--- config.mk ---
export PLATFORM = sky130hd
export DESIGN_NAME = uram_rd_adapter
export DESIGN_NICKNAME = d
export VERILOG_FILES = /design/src/rtl/uram_rd_pkg.sv /design/src/rtl/uram_rd_fifo.sv /design/src/rtl/uram_rd_adapter.sv
export SDC_FILE = /design/constraint.sdc
export NUM_CORES = 1
export LEC_CHECK = 0
export BUFFER_PORTS_ARGS = -buffer_cell sky130_fd_sc_hd__buf_4
export CORE_ASPECT_RATIO = 1.2
export CORE_MARGIN = 2
export CORE_UTILIZATION = 50
export CTS_CLUSTER_SIZE = 16
export DETAILED_ROUTE_END_ITERATION = 8
export PLACE_DENSITY = 0.71
export RECOVER_POWER = 50
export SLEW_MARGIN = 20
export SYNTH_ARGS = -nofsm -noshare
export SYNTH_HDL_FRONTEND = slang
export SYNTH_HIERARCHICAL = 1
export SYNTH_SLANG_ARGS = --single-unit
--- constraint.sdc ---
create_clock -name clk -period 10.4 [get_ports clk]
set_input_delay 1.56 -clock clk [delete_from_list [all_inputs] [get_ports clk]]
set_output_delay 1.56 -clock clk [all_outputs]
set_load 0.02 [all_outputs]
--- src/rtl/uram_rd_pkg.sv ---
// +----------------------------------------------------------------------------+
// | uram_rd_pkg : shared constants and helpers for the URAM read adapter       |
// | Revision    : 1.0                                                          |
// +----------------------------------------------------------------------------+
`default_nettype none

package uram_rd_pkg;

    localparam int STATS_W = 32;

    // Edges from RAM enable to valid mem_dout, which is also the tag pipe length.
    function automatic int rd_latency(input int nbpipe);
        return nbpipe + 1;
    endfunction

endpackage

`default_nettype wire

--- src/rtl/uram_rd_fifo.sv ---
// +----------------------------------------------------------------------------+
// | uram_rd_fifo : synchronous first-word fall-through response buffer         |
// | Revision     : 1.0                                                         |
// +----------------------------------------------------------------------------+
`default_nettype none

module uram_rd_fifo #(
    parameter int DEPTH = 8,
    parameter int WIDTH = 72
) (
    input  logic                     clk,
    input  logic                     rst_n,
    input  logic                     push,
    input  logic [WIDTH-1:0]         push_data,
    input  logic                     pop,
    output logic [WIDTH-1:0]         pop_data,
    output logic                     empty,
    output logic [$clog2(DEPTH):0]   count
);

    localparam int AW = $clog2(DEPTH);
    localparam int CW = AW + 1;

    logic [WIDTH-1:0] mem [DEPTH];
    logic [AW-1:0]    wr_ptr;
    logic [AW-1:0]    rd_ptr;
    logic [CW-1:0]    cnt;
    logic             do_pop;
    logic             full;

    assign do_pop   = pop & (cnt != '0);
    assign empty    = (cnt == '0);
    assign full     = (cnt == CW'(DEPTH));
    assign count    = cnt;
    assign pop_data = mem[rd_ptr];

    always_ff @(posedge clk or negedge rst_n) begin
        if (!rst_n) begin
            wr_ptr <= '0;
            rd_ptr <= '0;
            cnt    <= '0;
        end else begin
            if (push)
                wr_ptr <= wr_ptr + 1'b1;
            if (do_pop)
                rd_ptr <= rd_ptr + 1'b1;
            case ({push, do_pop})
                2'b10:   cnt <= cnt + 1'b1;
                2'b01:   cnt <= cnt - 1'b1;
                default: cnt <= cnt;
            endcase
        end
    end

    // Storage needs no reset; pointers alone define what is valid.
    always_ff @(posedge clk) begin
        if (push)
            mem[wr_ptr] <= push_data;
    end

`ifndef SYNTHESIS
    always_ff @(posedge clk) begin
        if (rst_n)
            assert (!(push && full && !do_pop))
                else $error("uram_rd_fifo: push while full");
    end
`endif

endmodule

`default_nettype wire

--- src/rtl/uram_rd_adapter.sv ---
// +----------------------------------------------------------------------------+
// | uram_rd_adapter : credit-based request/response adapter for a pipelined   |
// | URAM port. Optional stats counters via URAM_RD_ADAPTER_STATS_EN.           |
// | Revision        : 1.0                                                      |
// +----------------------------------------------------------------------------+
`default_nettype none

module uram_rd_adapter
    import uram_rd_pkg::*;
#(
    parameter int AWIDTH     = 12,
    parameter int DWIDTH     = 72,
    parameter int NBPIPE     = 3,
    parameter int FIFO_DEPTH = 8
) (
    input  logic                 clk,
    input  logic                 rst_n,
    input  logic                 req_valid,
    output logic                 req_ready,
    input  logic                 req_we,
    input  logic [AWIDTH-1:0]    req_addr,
    input  logic [DWIDTH-1:0]    req_wdata,
    output logic                 resp_valid,
    input  logic                 resp_ready,
    output logic [DWIDTH-1:0]    resp_data,
`ifdef URAM_RD_ADAPTER_STATS_EN
    output logic [STATS_W-1:0]   stat_rd_cnt,
    output logic [STATS_W-1:0]   stat_stall_cnt,
`endif
    output logic                 mem_en,
    output logic                 mem_we,
    output logic [AWIDTH-1:0]    mem_addr,
    output logic [DWIDTH-1:0]    mem_din,
    input  logic [DWIDTH-1:0]    mem_dout
);

    localparam int LAT = rd_latency(NBPIPE);
    localparam int CW  = $clog2(FIFO_DEPTH) + 1;

    logic [LAT-1:0] tag;
    logic [CW-1:0]  inflight;
    logic [CW-1:0]  fifo_count;
    logic [CW:0]    outstanding;
    logic           accept;
    logic           rd_accept;
    logic           push;
    logic           pop;
    logic           fifo_empty;

    // Credits cover reads in the RAM pipe plus those parked in the buffer,
    // so a push can never find the buffer full.
    assign outstanding = {1'b0, inflight} + {1'b0, fifo_count};
    assign req_ready   = rst_n && (outstanding < (CW+1)'(FIFO_DEPTH));

    assign accept    = req_valid & req_ready;
    assign rd_accept = accept & ~req_we;
    assign mem_en    = accept;
    assign mem_we    = req_we;
    assign mem_addr  = req_addr;
    assign mem_din   = req_wdata;

    assign push       = tag[LAT-1];
    assign resp_valid = ~fifo_empty;
    assign pop        = resp_valid & resp_ready;

    always_ff @(posedge clk or negedge rst_n) begin
        if (!rst_n)
            tag <= '0;
        else
            tag <= {tag[LAT-2:0], rd_accept};
    end

    always_ff @(posedge clk or negedge rst_n) begin
        if (!rst_n) begin
            inflight <= '0;
        end else begin
            case ({rd_accept, push})
                2'b10:   inflight <= inflight + 1'b1;
                2'b01:   inflight <= inflight - 1'b1;
                default: inflight <= inflight;
            endcase
        end
    end

    uram_rd_fifo #(
        .DEPTH (FIFO_DEPTH),
        .WIDTH (DWIDTH)
    ) u_fifo (
        .clk       (clk),
        .rst_n     (rst_n),
        .push      (push),
        .push_data (mem_dout),
        .pop       (pop),
        .pop_data  (resp_data),
        .empty     (fifo_empty),
        .count     (fifo_count)
    );

`ifdef URAM_RD_ADAPTER_STATS_EN
    always_ff @(posedge clk or negedge rst_n) begin
        if (!rst_n) begin
            stat_rd_cnt    <= '0;
            stat_stall_cnt <= '0;
        end else begin
            if (rd_accept)
                stat_rd_cnt <= stat_rd_cnt + 1'b1;
            if (req_valid && !req_ready)
                stat_stall_cnt <= stat_stall_cnt + 1'b1;
        end
    end
`endif

endmodule

`default_nettype wire

## Word-level counts from Yosys, hierarchy flattened

Memory sizes are Yosys's and may differ from the RTL's.
Cells that the tools add are included.

| storage, ports and cells | value |
|---|---|
| bits in registers | 18 |
| RAM bits | 576 |
| memories | 1 |

| cells by class | value |
|---|---|
| add/subtract/negate cells | 7 |
| magnitude comparators | 1 |
| equality and inequality tests | 4 |
| mux-type cells | 4 |
| bitwise gates (word level) | 6 |
| reduce and logical (&&, ||, !) cells | 5 |

Memory list:

| memory | words | bits a word | rd ports | clocked after Yosys merged registers in | write ports | RTL line | RTL |
|---|---|---|---|---|---|---|---|
| u_fifo.mem | 8 | 72 | 1 | 0 | 1 | uram_rd_fifo.sv:24 | `logic [WIDTH-1:0] mem [DEPTH];` |

Operators by type and width:

| operator | number |
|---|---|
| 4-bit case mux with 2 select lines | 2 |
| 4-bit by 1-bit adder with 4-bit output, second input constant | 2 |
| 4-bit by 1-bit subtractor with 4-bit output, second input constant | 2 |
| 3-bit by 1-bit adder with 3-bit output, second input constant | 2 |
| 4-bit by 4-bit adder with 5-bit output | 1 |
| 5-bit by 4-bit < comparator with 1-bit output, second input constant | 1 |
| 1-bit bitwise AND | 4 |
| 2-bit by 1-bit equality test with 1-bit output, second input constant | 2 |
| 2-bit equality test, second input constant | 2 |
| 4-bit zero test | 1 |
| 2-bit nonzero test | 2 |
| 4-bit nonzero test | 1 |
| 1-bit 2-to-1 mux | 2 |
| 1-bit NOT | 2 |
| 1-bit logical AND | 1 |

## Longest topological paths before layout

Gate-level depths: netlist (run 1).

| logic depth | value |
|---|---|
| depth after elaboration | 7 |
| gate-level depth with buffers | 9 |
| gate-level depth less buffers | 9 |

## By module

Netlist (run 1), hierarchy kept.

By module, submodules not included:

| module | times used | cells an instance | area an instance (µm²) | sequential area each (µm²) |
|---|---|---|---|---|
| uram_rd_fifo | 1 | 897 | 22417.8 | 17546.8 |
| uram_rd_adapter | 1 | 130 | 1144.8 | 200.2 |

## Worst setup path after synthesis (run 1)

Ideal clock, no wire load.

| timing path | value |
|---|---|
| path type | register to register |
| from | reg u_fifo.wr_ptr[1] |
| to | mem u_fifo.mem[0][0] (enable) |
| setup time | 0.590 ns |
| data arrival time | 5.463 ns |
| required time | 9.810 ns |
| path slack | 4.346 ns |
| stages on the path, launching flop included | 3 |
| path through | dfrtp_1 nand2b_1 nor3_1 |

RTL lines:

| item | RTL line | RTL |
|---|---|---|
| start: declaration | uram_rd_fifo.sv:25 | `logic [AW-1:0] wr_ptr;` |
| start signal: assignment | uram_rd_fifo.sv:44 | `wr_ptr <= wr_ptr + 1'b1;` |
| end: declaration | uram_rd_fifo.sv:24 |  |

Straight into the memory's write port.

## Worst setup path in the final report (run 1)

| timing path | value |
|---|---|
| from | reg u_fifo.rd_ptr[0] |
| to | out resp_data[49] |

| on the way | value |
|---|---|
| cells in the longest elaborated chain, start to end | 1 |

RTL lines:

| item | RTL line | RTL |
|---|---|---|
| start: declaration | uram_rd_fifo.sv:26 | `logic [AW-1:0] rd_ptr;` |
| start signal: assignment | uram_rd_fifo.sv:46 | `rd_ptr <= rd_ptr + 1'b1;` |
| memory read 8 x 72 bit | n/a |  |
| end: declaration | uram_rd_adapter.sv:25 | `output logic [DWIDTH-1:0] resp_data,` |

No other way between the ends.

==> results of run 1 <==
-- stage by stage --
| stage | setup slack, ns | cell area [sq um] | cells | hold slack, ns | power, mW |
|---|---|---|---|---|---|
| 3_3_place_gp | 5.947 | 24800 | 1692 | 0.3351 | 5.110 |
| 3_5_place_dp | 5.941 | 24800 | 1692 | 0.3347 | 5.130 |
| 5_1_grt | 5.133 | 26080 | 1785 | 0.3530 | 7.126 |
| 2_1_floorplan | 4.346 | 23560 | 1027 | 0.3312 | 4.517 |
| 6_report | 5.398 | 26080 | 1785 | 0.3492 | 6.828 |
| 4_1_cts | 5.291 | 26390 | 1784 | 0.3509 | 6.950 |
-- state kept, by name, indices dropped and copies added, names as in the netlist --
name,count
inflight,4
u_fifo/wr_ptr,3
u_fifo/count,4
u_fifo/rd_ptr,3
u_fifo/mem,576
tag,4
-- power by group through the flow --
stage / sequential [mW] / clock (mW) / combinational, mW
after detailed placement: 2.94 / 0 / 2.19
after global routing: 2.90 / 1.95 / 2.28
final: 2.88 / 1.81 / 2.14
after global placement: 2.93 / 0 / 2.18
after CTS: 2.89 / 1.86 / 2.20
after floorplan: 2.81 / 0 / 1.71
-- synthesized netlist by cell type (3+ instances only) --
cell / number
sky130_fd_sc_hd__nand2_1: 9
sky130_fd_sc_hd__edfxtp_1: 576
sky130_fd_sc_hd__nor2_1: 6
sky130_fd_sc_hd__mux2_2: 24
sky130_fd_sc_hd__xnor2_1: 5
sky130_fd_sc_hd__mux4_2: 144
sky130_fd_sc_hd__inv_1: 11
sky130_fd_sc_hd__buf_1: 6
sky130_fd_sc_hd__buf_2: 17
sky130_fd_sc_hd__nor3b_1: 6
sky130_fd_sc_hd__mux2_4: 50
sky130_fd_sc_hd__buf_8: 6
sky130_fd_sc_hd__dfrtp_1: 18
sky130_fd_sc_hd__clkbuf_1: 11
sky130_fd_sc_hd__nand2b_1: 3
sky130_fd_sc_hd__ha_1: 11
sky130_fd_sc_hd__a21oi_1: 4
sky130_fd_sc_hd__xor2_1: 3
sky130_fd_sc_hd__buf_4: 85
sky130_fd_sc_hd__nand3_1: 4
-- worst register-to-register path, stage by stage, from the launching register on --
cell	delay, ns
sky130_fd_sc_hd__dfrtp_1	0.52
sky130_fd_sc_hd__nand2b_1	0.21
sky130_fd_sc_hd__nor2_1	1.58
sky130_fd_sc_hd__buf_4	1.00
-- cell usage in the layout, fill, tap and decap left out, types with 3 or more instances in the layout --
master / count
sky130_fd_sc_hd__edfxtp_1: 576
sky130_fd_sc_hd__mux4_2: 144
sky130_fd_sc_hd__buf_4: 93
sky130_fd_sc_hd__clkbuf_1: 90
sky130_fd_sc_hd__clkbuf_16: 55
sky130_fd_sc_hd__mux2_4: 50
sky130_fd_sc_hd__mux2_2: 24
sky130_fd_sc_hd__dfrtp_1: 15
sky130_fd_sc_hd__inv_1: 11
sky130_fd_sc_hd__ha_1: 11
sky130_fd_sc_hd__clkinv_1: 10
sky130_fd_sc_hd__nand2_1: 9
sky130_fd_sc_hd__nor3b_1: 6
sky130_fd_sc_hd__clkinv_2: 6
sky130_fd_sc_hd__xnor2_1: 5
sky130_fd_sc_hd__a21oi_1: 4
sky130_fd_sc_hd__nand3_1: 4
sky130_fd_sc_hd__nor2_4: 4
sky130_fd_sc_hd__xor2_1: 3
sky130_fd_sc_hd__nand2b_1: 3
sky130_fd_sc_hd__dfrtp_4: 3
-- layout make-up --
type | count | area share
Clock inverter | 22 | 0.006141
Sequential cell | 594 | 0.6810
Antenna cell | 1 | 0.00009596
Timing Repair Buffer | 169 | 0.03834
Inverter | 11 | 0.001583
Tap cell | 623 | 0.02989
Clock buffer | 70 | 0.05494
Multi-Input combinational cell | 295 | 0.1880
-- cell families after synthesis --
| group | share of synthesized area |
|---|---|
| AOI/OAI and AO/OA | 0.005045 |
| xor gates and xnor gates | 0.002974 |
| adders and majority gates | 0.007540 |
| and+or+nand+nor | 0.009293 |
| buffers and inverters | 0.03967 |
| DFF | 0.7532 |
| muxes | 0.1823 |
-- metal layers --
| layer | up-vias | track usage | wire [microns] |
|---|---|---|---|
| met5 | - | 0 | 78 |
| met4 | 12 | 0.09188 | 2081 |
| met3 | 169 | 0.04798 | 3253 |
| met2 | 329 | 0.3278 | 24060 |
| met1 | 5334 | 0.2408 | 17740 |
| li1 | 4361 | - | - |
-- worst max path at each step --
| stage | end | from | slack, ns | cells after the start |
|---|---|---|---|---|
| final | resp_data[49] | u_fifo/rd_ptr[0]$_DFFE_PN0N_ | 5.40 | 4 |
| after global routing | resp_data[49] | u_fifo/rd_ptr[0]$_DFFE_PN0N_ | 5.13 | 4 |
| after CTS | resp_data[16] | u_fifo/rd_ptr[0]$_DFFE_PN0N_ | 5.29 | 4 |
| after detailed placement | resp_data[16] | u_fifo/rd_ptr[0]$_DFFE_PN0N_ | 5.94 | 4 |
| after global placement | resp_data[30] | u_fifo/rd_ptr[0]$_DFFE_PN0N_ | 5.95 | 4 |
| after floorplan | u_fifo/mem[0][0]$_DFFE_PP_ | u_fifo/wr_ptr[1]$_DFFE_PN0P_ | 4.35 | 2 |
==> reports/results.txt, run 1 <==
Status = complete, but fails checks
Critical-path maximum fanout = 113
Detailed-route wire length per cell = 26.45 microns
Worst slew margin relative to its limit = -0.4025
Filler Cells Inserted = 3509
Global-route wire length before repair = 69890 microns
Cell with the largest stage delay on the worst path = sky130_fd_sc_hd__dfrtp_4
Maximum number of pins on one net before global-route repair = 114
Number of buffers on the longest clock path = 3
Overall die height = 241.8 microns
Count of yosys warnings during synthesis = 6
Net switching share of the total power = 0.2908
Endpoint of the worst hold path = tag[3]$_DFF_PN0_
Register-to-Register Setup Slack = 6.67 ns
Maximum operating frequency = 199.9 MHz
Worst hold path class = reg -> reg
Maximum level of the CTS H-tree = 2
R2R cell count = 3
Switching power = 1.985 mW
Effective utilization at floorplan = 0.5034
Number of I/O pins = 321
Skew final = 0.01540 ns
Cell variety after synth = 41
Nets = 1299
Clock insertion delay at the later pin of the skew report = 0.60 ns
Post-route antenna net violation count = 0
Netlist area before placement = 0.02356 sq mm
Worst Path Required = 8.84 ns
Reg-to-Reg End = u_fifo/mem[5][51]$_DFFE_PP_
Final hold viol count = 0
All-Layer GR Usage = 0.1957
Clock network fraction of total power = 0.265
Worst Min Path Start = tag[2]$_DFF_PN0_
Initial antenna violation count = 8
Area Growth Syn to Fin = 10.67%
Post-synth EDFFs = 576
Proportion of register bits with asynchronous set or reset after synthesis = 0.03030
Worst Hold Path Cells = 0
Detailed-route wire length = 47220 microns
Cells after Synth = 1027
Max capacitance violation total = 2
Clock buffers created by TritonCTS = 54
Unrepaired setup endpoints after global routing = no
Final core utilization = 0.5571
Vias in the first global route = 10800
Launch point of the worst reg-to-reg path = tag[3]$_DFF_PN0_
Critical path buffers and inverters = 2
Sequential Power Share = 0.421
Endpoint arrival time on the critical path = 3.44 ns
Placer congestion estimate = 0.6876
Final setup violating endpoints = 0
Initial DRC count = 568
Cell breakdown of the critical path = buf_12, mux4_2, mux2_4, buf_4
Clk slew on worst S/H paths = 0.06 ns
Cell family with the largest share of critical-path delay = buffers and inverters
Delay of the slowest cell on the worst path = 0.87 ns
Number of storage elements in the synthesis netlist = 594
Iteration count of the initial detailed-routing pass = 5
Clock root buffer = sky130_fd_sc_hd__clkbuf_16
Startpoint type of the worst setup path = flip-flop
Most common flop cell mapped by yosys = sky130_fd_sc_hd__edfxtp_1
Die Width = 202.2 microns
Post-detail-place hpwl = 26460 microns
P_leak = 8.398 nW
Net Count, Synth = 1201
Share of final-layout standard cells stronger than drive strength 1 = 0.3342
Power per standard cell area = 261.8 mW/mm^2
Die area = 0.04889 sq mm
Vias after detailed routing = 10210
Critical Path End Type = output port
Clock tree from TritonCTS = built
Num Clock Sinks = 594
Largest cells by area after synthesis = sky130_fd_sc_hd__edfxtp_1 73%, sky130_fd_sc_hd__mux4_2 14%, sky130_fd_sc_hd__mux2_4 3.2%
Port Buffers = 152
Pin slew with the least headroom to its limit = 2.096 ns
Fraction of power consumed by combinational cells = 0.313
Violations in the final reports = capacitance limit, slew limit
Flip-flop and latch area = 0.01776 sq mm
Cell accounting for the most synthesized area = sky130_fd_sc_hd__edfxtp_1
Aggregate negative setup slack = 0 ns
Sequential share of the synthesized area = 0.7532
Resize count post-CTS = 0
Post-Synthesis Mean Instance Area = 22.94 sq um
Total count of max-transition violations in the final report = 41
Ratio of final minimum period to clock period = 0.4810
DR vias/cell = 5.717
Area occupied by multi-input gates = 0.004903 sq mm
VDD IR max = 0.0002226 V
Total of hold buffers inserted after clock tree synthesis = 0
Post-route DRC = 0
Area of the core region = 0.04681 sq mm
Overflow left after global routing = 0
Final Critical Period = 5.002 ns
Critical path class = reg -> out
Total setup buffers inserted after CTS = 0
Internal Power = 4.843 mW
Share of Yosys cell area claimed by the top area cell type = 0.7341
Number of standard-cell rows in the floorplan = 87
No activity file was read; power rests on OpenSTA's default activity.
==> run 2: changes to the inputs <==
- PLACE_DENSITY: 0.71 -> 0.74
- clock period: 10.4 -> 4.55 ns (I/O delays scaled with it)
==> run 2 against run 1 <==
Global-route usage grew 0.25 points. Die area is the same. Largest power group unchanged. Via count grew 1.2%. Critical endpoint is now inflight[3]$_DFFE_PN0P_. Combinational power grew 140%. Worst setup slack lost 4.6 ns. Non-clock buffer count grew 12. The flow now finishes without violations. Clock-buffer cell count grew 4. Routed wire length grew 1.4%.
==> reports/results.txt, run 2 (synthesis gave the netlist of run 1 again) <==
Placement-stage worst setup slack = 1.276 ns (was 5.941 ns)
Placer congestion estimate = 0.7368 (was 0.6876)
VDD IR max = 0.0003846 V (was 0.0002226 V)
Number of placed instances, taps included = 1703 (was 1692)
Overflow left after global routing = 0 (unchanged)
Startpoint type of the worst setup path = input port (was flip-flop)
Global-route wire length before repair = 70700 microns (was 69890 microns)
Clk slew on worst S/H paths = 0.06 ns (about the same)
Clock tree from TritonCTS = built (unchanged)
Share of final-layout standard cells stronger than drive strength 1 = 0.3441 (was 0.3342)
Total count of max-transition violations in the final report = 0 (was 41)
Area Growth Syn to Fin = 12.09% (was 10.67%)
Worst Min Path Start = tag[0]$_DFF_PN0_ (was tag[2]$_DFF_PN0_)
Max capacitance violation total = 0 (was 2)
Final core utilization = 0.5643 (was 0.5571)
All-Layer GR Usage = 0.1982 (was 0.1957)
Pin slew with the least headroom to its limit = 1.102 ns (was 2.096 ns)
Vias in the first global route = 11000 (was 10800)
Final hold viol count = 0 (unchanged)
Register-to-Register Setup Slack = 1.44 ns (was 6.67 ns)
Vias after detailed routing = 10320 (was 10210)
Initial DRC count = 642 (was 568)
Worst slew margin relative to its limit = 0.2654 (was -0.4025)
Endpoint arrival time on the critical path = 4.27 ns (was 3.44 ns)
Power per standard cell area = 598.0 mW/mm^2 (was 261.8 mW/mm^2)
Skew final = 0.01420 ns (was 0.01540 ns)
P_leak = 8.525 nW (was 8.398 nW)
DR vias/cell = 5.710 (was 5.717)
Clock insertion delay at the later pin of the skew report = 0.61 ns (was 0.60 ns)
Area of the core region = 0.04681 sq mm (unchanged)
Die Width = 202.2 microns (unchanged)
Clock root buffer = sky130_fd_sc_hd__clkbuf_16 (unchanged)
Largest Register = u_fifo/mem (unchanged)
Ratio of final minimum period to clock period = 0.8349
Maximum number of pins on one net before global-route repair = 65 (was 114)
Reg-to-Reg End = inflight[3]$_DFFE_PN0P_ (was u_fifo/mem[5][51]$_DFFE_PP_)
Status = finished clean (was complete, but fails checks)
Total setup buffers inserted after CTS = 0 (unchanged)
Post-detail-place hpwl = 27730 microns (was 26460 microns)
Unrepaired setup endpoints after global routing = no (unchanged)
Iteration count of the initial detailed-routing pass = 5 (unchanged)
Final setup violating endpoints = 0 (unchanged)
Total Power Consumption = 15.80 mW (was 6.828 mW)
Post-route antenna net violation count = 0 (unchanged)
Effective utilization at floorplan = 0.5034 (unchanged)
Critical-path maximum fanout = 19 (was 113)
Post-route DRC = 0 (unchanged)
Nets = 1311 (was 1299)
Worst Path Required = 5.02 ns (was 8.84 ns)
Clock buffers created by TritonCTS = 54 (unchanged)
Maximum level of the CTS H-tree = 2 (unchanged)
Detailed-route wire length = 47870 microns (was 47220 microns)
Number of buffers on the longest clock path = 3 (unchanged)
Number of I/O pins = 321 (unchanged)
Die area = 0.04889 sq mm (unchanged)
Aggregate negative setup slack = 0 ns (unchanged)
Critical Path End Type = flip-flop (was output port)
Final Critical Period = 3.799 ns
Final non-filler cell total = 1808 (was 1785)
Port Buffers = 152 (unchanged)
Num Clock Sinks = 594 (unchanged)
Endpoint of the worst hold path = tag[1]$_DFF_PN0_ (was tag[3]$_DFF_PN0_)
Launch point of the worst reg-to-reg path = u_fifo/count[3]$_DFFE_PN0P_ (was tag[3]$_DFF_PN0_)
Top library cells by usage in the layout, fill and taps aside = 576 x sky130_fd_sc_hd__edfxtp_1, 144 x sky130_fd_sc_hd__mux4_2, 95 x sky130_fd_sc_hd__buf_4 (was 576 x sky130_fd_sc_hd__edfxtp_1, 144 x sky130_fd_sc_hd__mux4_2, 93 x sky130_fd_sc_hd__buf_4)
Detailed-route wire length per cell = 26.48 microns (was 26.45 microns)
Resize count post-CTS = 0 (unchanged)
Initial antenna violation count = 7 (was 8)
Maximum operating frequency = 263.2 MHz
Flip-flop count of the largest register after layout = 576 (unchanged)
Worst Hold Path Cells = 0 (unchanged)
Worst Slack Setup Final = 0.7512 ns (was 5.398 ns)
Critical path class = in -> reg (was reg -> out)
Overall die height = 241.8 microns (unchanged)
R2R cell count = 9 (was 3)
Number of standard-cell rows in the floorplan = 87 (unchanged)
Leading cell type in the layout, fill and taps excluded = sky130_fd_sc_hd__edfxtp_1 (unchanged)
Worst hold path class = reg -> reg (unchanged)
[run 2: cell types whose count changed in the layout (fill, tap and decap cells not counted), moves of 2 or more]
cell / delta
sky130_fd_sc_hd__buf_12: +10
sky130_fd_sc_hd__buf_4: +2
sky130_fd_sc_hd__clkbuf_8: +2
sky130_fd_sc_hd__clkinv_1: +4
sky130_fd_sc_hd__diode_2: +4
sky130_fd_sc_hd__inv_6: -2
sky130_fd_sc_hd__nor2_1: -2
sky130_fd_sc_hd__nor2_4: +2
sky130_fd_sc_hd__nor3_1: -2
sky130_fd_sc_hd__nor3_4: +2
[run 2: stage by stage]
stage	hold slack (ns)	cell area (sq um)
floorplan	0.3312	23570
global placement	0.3332	25010
detailed placement	0.3435	25040
CTS	0.2548	26670
global route	0.3608	26410
finish	0.3567	26410
[run 2: report_power, final]
group,internal [mW],leakage [nW],switching [mW]
combinational,2.65,2.33,2.43
sequential,6.21,5.40,0.315
clock,2.29,0.793,1.89
[run 2: cell type report]
type | instances | area, sq um
Clock buffer | 74 | 1446
Timing Repair Buffer | 181 | 1245
Fill cell | 3467 | 20400
Inverter | 11 | 41.29
Multi-Input combinational cell | 295 | 4949
Clock inverter | 25 | 180.2
Antenna cell | 5 | 12.51
Sequential cell | 594 | 17760
Tap cell | 623 | 779.5
[run 2: critical path, cell delays in order]
cell and delay [ns]:
sky130_fd_sc_hd__dlygate4sd3_1 0.52, sky130_fd_sc_hd__clkbuf_1 0.81, sky130_fd_sc_hd__or4b_4 0.56, sky130_fd_sc_hd__a21oi_2 0.18, sky130_fd_sc_hd__nand3b_1 0.10, sky130_fd_sc_hd__ha_1 0.29
sky130_fd_sc_hd__ha_1 0.37, sky130_fd_sc_hd__or4b_1 0.52, sky130_fd_sc_hd__o311ai_1 0.11, sky130_fd_sc_hd__o211ai_1 0.11
[run 2: worst max path at each step]
stage	from	to	slack, ns	cells past startpoint
floorplan	u_fifo/wr_ptr[0]$_DFFE_PN0P_	u_fifo/mem[4][0]$_DFFE_PP_	0.42	2
global placement	rst_n	inflight[3]$_DFFE_PN0P_	1.33	9
detailed placement	rst_n	inflight[3]$_DFFE_PN0P_	1.28	9
CTS	u_fifo/rd_ptr[0]$_DFFE_PN0N_	resp_data[48]	0.83	4
global route	rst_n	inflight[3]$_DFFE_PN0P_	0.46	10
finish	rst_n	inflight[3]$_DFFE_PN0P_	0.75	10
[run 2: per-layer routing]
metal	vias to the layer above	GRT usage	wire length [microns]
met2	308	0.3372	24700
li1	4397	-	-
met5	-	0	24
met4	4	0.09188	2056
met3	159	0.04663	3095
met1	5456	0.2409	17990
[run 2: what timing repair did]
item                                   in CTS  in global routing
setup endpoints to repair                   0                  0
hold buffers                                1                  0
endpoints found under the hold margin      18                  0
